<file path="src/rtl/mc_control_fsm.sv">
// Multicycle RV32 main controller: Moore sequencing FSM with combinational
// ALU and immediate decoders, a sticky illegal-opcode flag and a retire counter.
module mc_control_fsm #(
  parameter int INSTRET_W = 32
) (
  input  logic                 clk,
  input  logic                 reset,
  input  logic [6:0]           op,
  input  logic [2:0]           funct3,
  input  logic                 funct7b5,
  input  logic                 Zero,
  output logic [1:0]           ResultSrc,
  output logic [1:0]           ImmSrc,
  output logic [2:0]           ALUControl,
  output logic [1:0]           ALUSrcA,
  output logic [1:0]           ALUSrcB,
  output logic                 AdrSrc,
  output logic                 RegWrite,
  output logic                 IRWrite,
  output logic                 PCWrite,
  output logic                 MemWrite,
  output logic [3:0]           state,
  output logic                 illegal,
  output logic [INSTRET_W-1:0] instret
);

  // state    | meaning
  // FETCH    | read instr at PC, PC <= PC+4
  // DECODE   | read regs, form branch target
  // MEMADR   | rs1 + imm address
  // MEMREAD  | load data read
  // MEMWB    | load writeback
  // MEMWRITE | store data write
  // EXECR    | R-type ALU op
  // EXECI    | I-type ALU op
  // ALUWB    | ALU result writeback
  // JAL      | PC <= target, link = OldPC+4
  // BEQ      | compare, conditional PC write
  typedef enum logic [3:0] {
    S_FETCH    = 4'd0,
    S_DECODE   = 4'd1,
    S_MEMADR   = 4'd2,
    S_MEMREAD  = 4'd3,
    S_MEMWB    = 4'd4,
    S_MEMWRITE = 4'd5,
    S_EXECR    = 4'd6,
    S_ALUWB    = 4'd7,
    S_EXECI    = 4'd8,
    S_JAL      = 4'd9,
    S_BEQ      = 4'd10
  } state_t;

  localparam logic [6:0] OP_LW  = 7'b0000011;
  localparam logic [6:0] OP_SW  = 7'b0100011;
  localparam logic [6:0] OP_R   = 7'b0110011;
  localparam logic [6:0] OP_I   = 7'b0010011;
  localparam logic [6:0] OP_JAL = 7'b1101111;
  localparam logic [6:0] OP_BEQ = 7'b1100011;

  state_t     state_q, state_d;
  logic       op_legal;
  logic       retire;
  logic [1:0] alu_op;
  logic       pc_update, branch;
  logic       reg_write_s, ir_write_s, mem_write_s;

  always_ff @(posedge clk or posedge reset) begin
    if (reset) state_q <= S_FETCH;
    else       state_q <= state_d;
  end

  always_comb begin
    op_legal = 1'b0;
    case (op)
      OP_LW, OP_SW, OP_R, OP_I, OP_JAL, OP_BEQ: op_legal = 1'b1;
      default:                                 op_legal = 1'b0;
    endcase
  end

  always_comb begin
    state_d = S_FETCH;
    case (state_q)
      S_FETCH:  state_d = S_DECODE;
      S_DECODE: begin
        case (op)
          OP_LW, OP_SW: state_d = S_MEMADR;
          OP_R:         state_d = S_EXECR;
          OP_I:         state_d = S_EXECI;
          OP_JAL:       state_d = S_JAL;
          OP_BEQ:       state_d = S_BEQ;
          default:      state_d = S_FETCH;
        endcase
      end
      S_MEMADR:   state_d = (op == OP_LW) ? S_MEMREAD : S_MEMWRITE;
      S_MEMREAD:  state_d = S_MEMWB;
      S_MEMWB:    state_d = S_FETCH;
      S_MEMWRITE: state_d = S_FETCH;
      S_EXECR:    state_d = S_ALUWB;
      S_EXECI:    state_d = S_ALUWB;
      S_ALUWB:    state_d = S_FETCH;
      S_JAL:      state_d = S_ALUWB;
      S_BEQ:      state_d = S_FETCH;
      default:    state_d = S_FETCH;
    endcase
  end

  always_comb begin
    ResultSrc   = 2'b00;
    ALUSrcA     = 2'b00;
    ALUSrcB     = 2'b00;
    AdrSrc      = 1'b0;
    alu_op      = 2'b00;
    pc_update   = 1'b0;
    branch      = 1'b0;
    reg_write_s = 1'b0;
    ir_write_s  = 1'b0;
    mem_write_s = 1'b0;
    case (state_q)
      S_FETCH: begin
        ir_write_s = 1'b1;
        ALUSrcB    = 2'b10;
        ResultSrc  = 2'b10;
        pc_update  = 1'b1;
      end
      S_DECODE: begin
        ALUSrcA = 2'b01;
        ALUSrcB = 2'b01;
      end
      S_MEMADR: begin
        ALUSrcA = 2'b10;
        ALUSrcB = 2'b01;
      end
      S_MEMREAD: AdrSrc = 1'b1;
      S_MEMWB: begin
        ResultSrc   = 2'b01;
        reg_write_s = 1'b1;
      end
      S_MEMWRITE: begin
        AdrSrc      = 1'b1;
        mem_write_s = 1'b1;
      end
      S_EXECR: begin
        ALUSrcA = 2'b10;
        alu_op  = 2'b10;
      end
      S_EXECI: begin
        ALUSrcA = 2'b10;
        ALUSrcB = 2'b01;
        alu_op  = 2'b10;
      end
      S_ALUWB: reg_write_s = 1'b1;
      S_JAL: begin
        ALUSrcA   = 2'b01;
        ALUSrcB   = 2'b10;
        pc_update = 1'b1;
      end
      S_BEQ: begin
        ALUSrcA = 2'b10;
        alu_op  = 2'b01;
        branch  = 1'b1;
      end
      default: ;
    endcase
  end

  // Reset asserts asynchronously mid-cycle; gate enables so FETCH defaults
  // cannot leak a write while reset is held.
  assign RegWrite = reg_write_s & ~reset;
  assign IRWrite  = ir_write_s  & ~reset;
  assign MemWrite = mem_write_s & ~reset;
  assign PCWrite  = (pc_update | (branch & Zero)) & ~reset;

  always_comb begin
    ImmSrc = 2'b00;
    case (op)
      OP_SW:   ImmSrc = 2'b01;
      OP_BEQ:  ImmSrc = 2'b10;
      OP_JAL:  ImmSrc = 2'b11;
      default: ImmSrc = 2'b00;
    endcase
  end

  always_comb begin
    ALUControl = 3'b000;
    case (alu_op)
      2'b00: ALUControl = 3'b000;
      2'b01: ALUControl = 3'b001;
      default: begin
        case (funct3)
          3'b000:  ALUControl = (op[5] & funct7b5) ? 3'b001 : 3'b000;
          3'b010:  ALUControl = 3'b101;
          3'b110:  ALUControl = 3'b011;
          3'b111:  ALUControl = 3'b010;
          default: ALUControl = 3'b000;
        endcase
      end
    endcase
  end

  // Every retiring state exits straight to FETCH, so retire = in that state.
  assign retire = (state_q == S_MEMWB) || (state_q == S_MEMWRITE) ||
                  (state_q == S_ALUWB) || (state_q == S_BEQ);

  always_ff @(posedge clk or posedge reset) begin
    if (reset) begin
      illegal <= 1'b0;
      instret <= '0;
    end else begin
      if (state_q == S_DECODE && !op_legal) illegal <= 1'b1;
      if (retire) instret <= instret + INSTRET_W'(1);
    end
  end

  assign state = state_q;

endmodule

</file>
<file path="config.mk">
export PLATFORM = sky130hd
export DESIGN_NAME = mc_control_fsm
export DESIGN_NICKNAME = d
export VERILOG_FILES = /design/src/rtl/mc_control_fsm.sv
export SDC_FILE = /design/constraint.sdc
export NUM_CORES = 1
export LEC_CHECK = 0
export CAP_MARGIN = 20
export CORE_MARGIN = 4
export CORE_UTILIZATION = 25
export CTS_BUF_LIST = sky130_fd_sc_hd__clkbuf_16
export DETAILED_ROUTE_END_ITERATION = 7
export SETUP_SLACK_MARGIN = 0.1
export SLEW_MARGIN = 30
export SYNTH_ARGS = -nofsm -noshare
export SYNTH_HDL_FRONTEND = slang
export SYNTH_SLANG_ARGS = --single-unit
</file>
<file path="constraint.sdc">
create_clock -name clk -period 2.2 [get_ports clk]
set_clock_uncertainty 0.15 [all_clocks]
set_input_delay 0.22 -clock clk [delete_from_list [all_inputs] [get_ports clk]]
set_output_delay 0.22 -clock clk [all_outputs]
set_load 0.02 [all_outputs]
</file>
==> impl_metrics.ini <==
[outcome]
status = finished clean

[critical_path]
cp_data_required_time_ns = 1.83
cpMaxStageDelayCell = dfrtp_2
start_kind = register
critical_path_class = reg -> out
crit_fanout = 10
r2r-start = instret[5]
path_buf_inv = 1
crit_chain = or2_2 -> nor4_1 -> dlygate4sd2_1
cp-end-kind = primary output
r2r_cells = 5
rrSetupSlack_ns = 0.36
rr_endpoint = instret[27]
crit_path_max_incr_delay_ns = 0.46
critPathTopFamily = simple AND/OR/NAND/NOR gates
arrival_ns = 1.64
path_depth = 3

[worst_hold_path]
hold_path.class = reg -> reg
min_delay_worst_endpoint = illegal
min-delay-start = illegal
min_path_cells = 1

[die]
die_area_mm2 = 0.00932
start_util_pct = 25.5
core_area_mm2 = 0.00769
num_rows = 32
die_x_um = 96.6
die_y_um = 96.6
io_pins = 67

[final_layout]
fin_nets = 300
diodes = 0
stdcell_count = 387
drive_above_1_share_pct = 13.0
area_delta_synth_final_pct = 51.6

[place]
portBuffers = 66
dp.cells = 380
dp_hpwl_mm = 3.71
gp_congestion = 0.792
pre_cts_slack_ns = -0.0543

[route]
drc = 0
ant_nets = 0
firstDrtPassIters = 4
routedWlPerCell_um = 12.5
drt_iter0_drc = 60
vias_per_cell = 4.48
vias = 1734
finalWirelength_mm = 4.85

[clocking]
clock-sinks = 37
htreeDepth = 2
numCtsBuffers = 5
cts_tree = yes
ctsRootBufferMaster = clkbuf_16
postCtsSetupRepairBufs = 0
clockBufferDepth = 2
clk_pin_slew_ns = 0.05
insertion_delay_ns = 0.27

[yosys]
postSynthNetCount = 216
syn-cell-area_mm2 = 0.00196
syn_avg_cell_area_um2 = 9.75
ys_seq_area_share_pct = 47.2
synth_cell_types = 38
ys_warn_count = 0
synth_cells = 201
synth_seq_cells = 37

[sta]
slew_viol_final = 0
timing.hold.ws_ns = 0.312
layout_setup_ws_ns = 0.187
maxClockFrequency_mhz = 497
fin_crit_ns = 2.01
finalSetupViolCount = 0
slew_headroom_pct = 68.1
hold_viol_final = 0
fin_tns_setup_ns = 0
tightest_slew_ns = 0.479
fin_crit_sh_pct = 91.5
rsz0062_at_grt = false

[pwr]
ir_worst_vdd_v = 0.000229
power.density_mw_per_mm2 = 679
total_power_mw = 2.02
p_leak_nw = 1.36

[global_routing]
grt_pass1_wl_mm = 8.04
grt_pass1_vias = 1705
antenna_found_initial = 0
grt_overflow = 0
grtUsageTotal_pct = 10.9
grt_start_max_net_pins = 38

[flow_run]
cap_violations = 0
## state kept, by name (all words and copies together) (netlist names)
| name | cells |
|---|---|
| state | 4 |
| instret | 32 |
| illegal | 1 |
## cell usage after synthesis
library cell  count  share of area, %
nor2b_1           1              0.32
and4_4            1              0.57
o21a_1            1              0.38
nor4_1            1              0.32
a22o_1            2              0.89
and2_1            1              0.32
a211oi_1          2              0.77
mux2i_4           1               1.1
inv_1             7               1.3
clkbuf_1          4              0.77
xor2_1            7               3.1
nor2_2            1              0.32
o21ai_0           1              0.26
nor3_1           11               2.8
mux2_2            1              0.57
nand4bb_1         1              0.57
xnor2_1          26                12
nand4_1          13               4.1
buf_4             2              0.77
and3_1            5               1.6
nand3b_2          1              0.57
o22a_1            1              0.45
a21o_1            2              0.77
nor3b_4           1              0.96
or2_2             2              0.64
buf_2             1              0.26
nand3b_1          2              0.77
a21oi_1           4               1.0
dfrtp_1          37                47
maj3_1            1              0.51
ha_1              1              0.64
a31oi_1           3              0.96
and2b_1           1              0.38
nand3_1          13               3.3
nand2_1          16               3.1
and4_1            1              0.45
nor2_1           20               3.8
nand2b_1          5               1.6
## power breakdown
| group | total [mW] | switching (mW) | internal (mW) | leakage, nW |
|---|---|---|---|---|
| logic | 0.590 | 0.327 | 0.263 | 0.792 |
| clock network | 0.645 | 0.240 | 0.404 | 0.0685 |
| registers | 0.782 | 0.0561 | 0.726 | 0.499 |
## area by class of cell
type | count | area (µm²)
Inverter | 7 | 26.3
Sequential cell | 37 | 930
Clock inverter | 2 | 7.51
Fill cell | 802 | 4720
Clock buffer | 5 | 125
Tap cell | 102 | 128
Timing Repair Buffer | 84 | 782
Multi-Input combinational cell | 150 | 973
## repair_timing
item                       CTS  global route
setup endpoints to repair   15             6
resized for setup           17            11
hold buffers                 0             0
## how the worst max path moves through the flow
stage	from	to	slack [ns]
CTS	state[2]	ALUControl[0]	0.07
floorplan	reset	RegWrite	0.23
global route	state[1]	IRWrite	0.11
finish	state[1]	IRWrite	0.19
detailed placement	op[2]	ImmSrc[0]	-0.05
global placement	op[2]	ImmSrc[0]	-0.06
## cells in the final DEF (no fill, tap or decap), drive strengths merged, types with 2 or more instances in the layout
cell | synthesis | routed
clkdlybuf4s50 | 0 | 50
a21o | 2 | 2
or2 | 2 | 2
xnor2 | 26 | 26
a211oi | 2 | 2
nor2 | 21 | 21
clkbuf | 4 | 8
a22o | 2 | 2
a31oi | 3 | 3
nor3 | 11 | 11
inv | 7 | 8
nand3b | 3 | 3
nand4 | 13 | 13
buf | 3 | 18
and4 | 2 | 2
xor2 | 7 | 7
nand3 | 13 | 13
nand2b | 5 | 5
dlygate4sd2 | 0 | 11
dfrtp | 37 | 37
nand2 | 16 | 16
a21oi | 4 | 4
and3 | 5 | 5
## cell families (layout without fill, tap and decap cells)
logic type                 count (synthesis)  after routing  synth area share, %
and+or+nand+nor                           97             97                 26.5
DFF                                       37             37                 47.2
xor gates and xnor gates                  33             33                 14.7
AOI/OAI and AO/OA                         16             16                 5.49
buffers and inverters                     14             98                 3.13
adders and majority gates                  2              2                 1.15
muxes                                      2              2                 1.72
## per-stage QoR
stage / instance area [µm²] / utilization, %
floorplan: 1960 / -
global placement: 2860 / 37.2
detailed placement: 2860 / 37.2
CTS: 2980 / 38.7
global route: 2970 / 38.7
finish: 2970 / 38.7
## per-layer routing
layer  vias to the layer above  track usage (%)  share of wire, %
met2                        31             17.9                49
met5                         -                0                 0
li1                        862                -                 -
met1                       839             14.2                46
met4                         0             3.15              0.70
met3                         2             2.79               4.2
No activity file was read; power rests on OpenSTA's default activity.
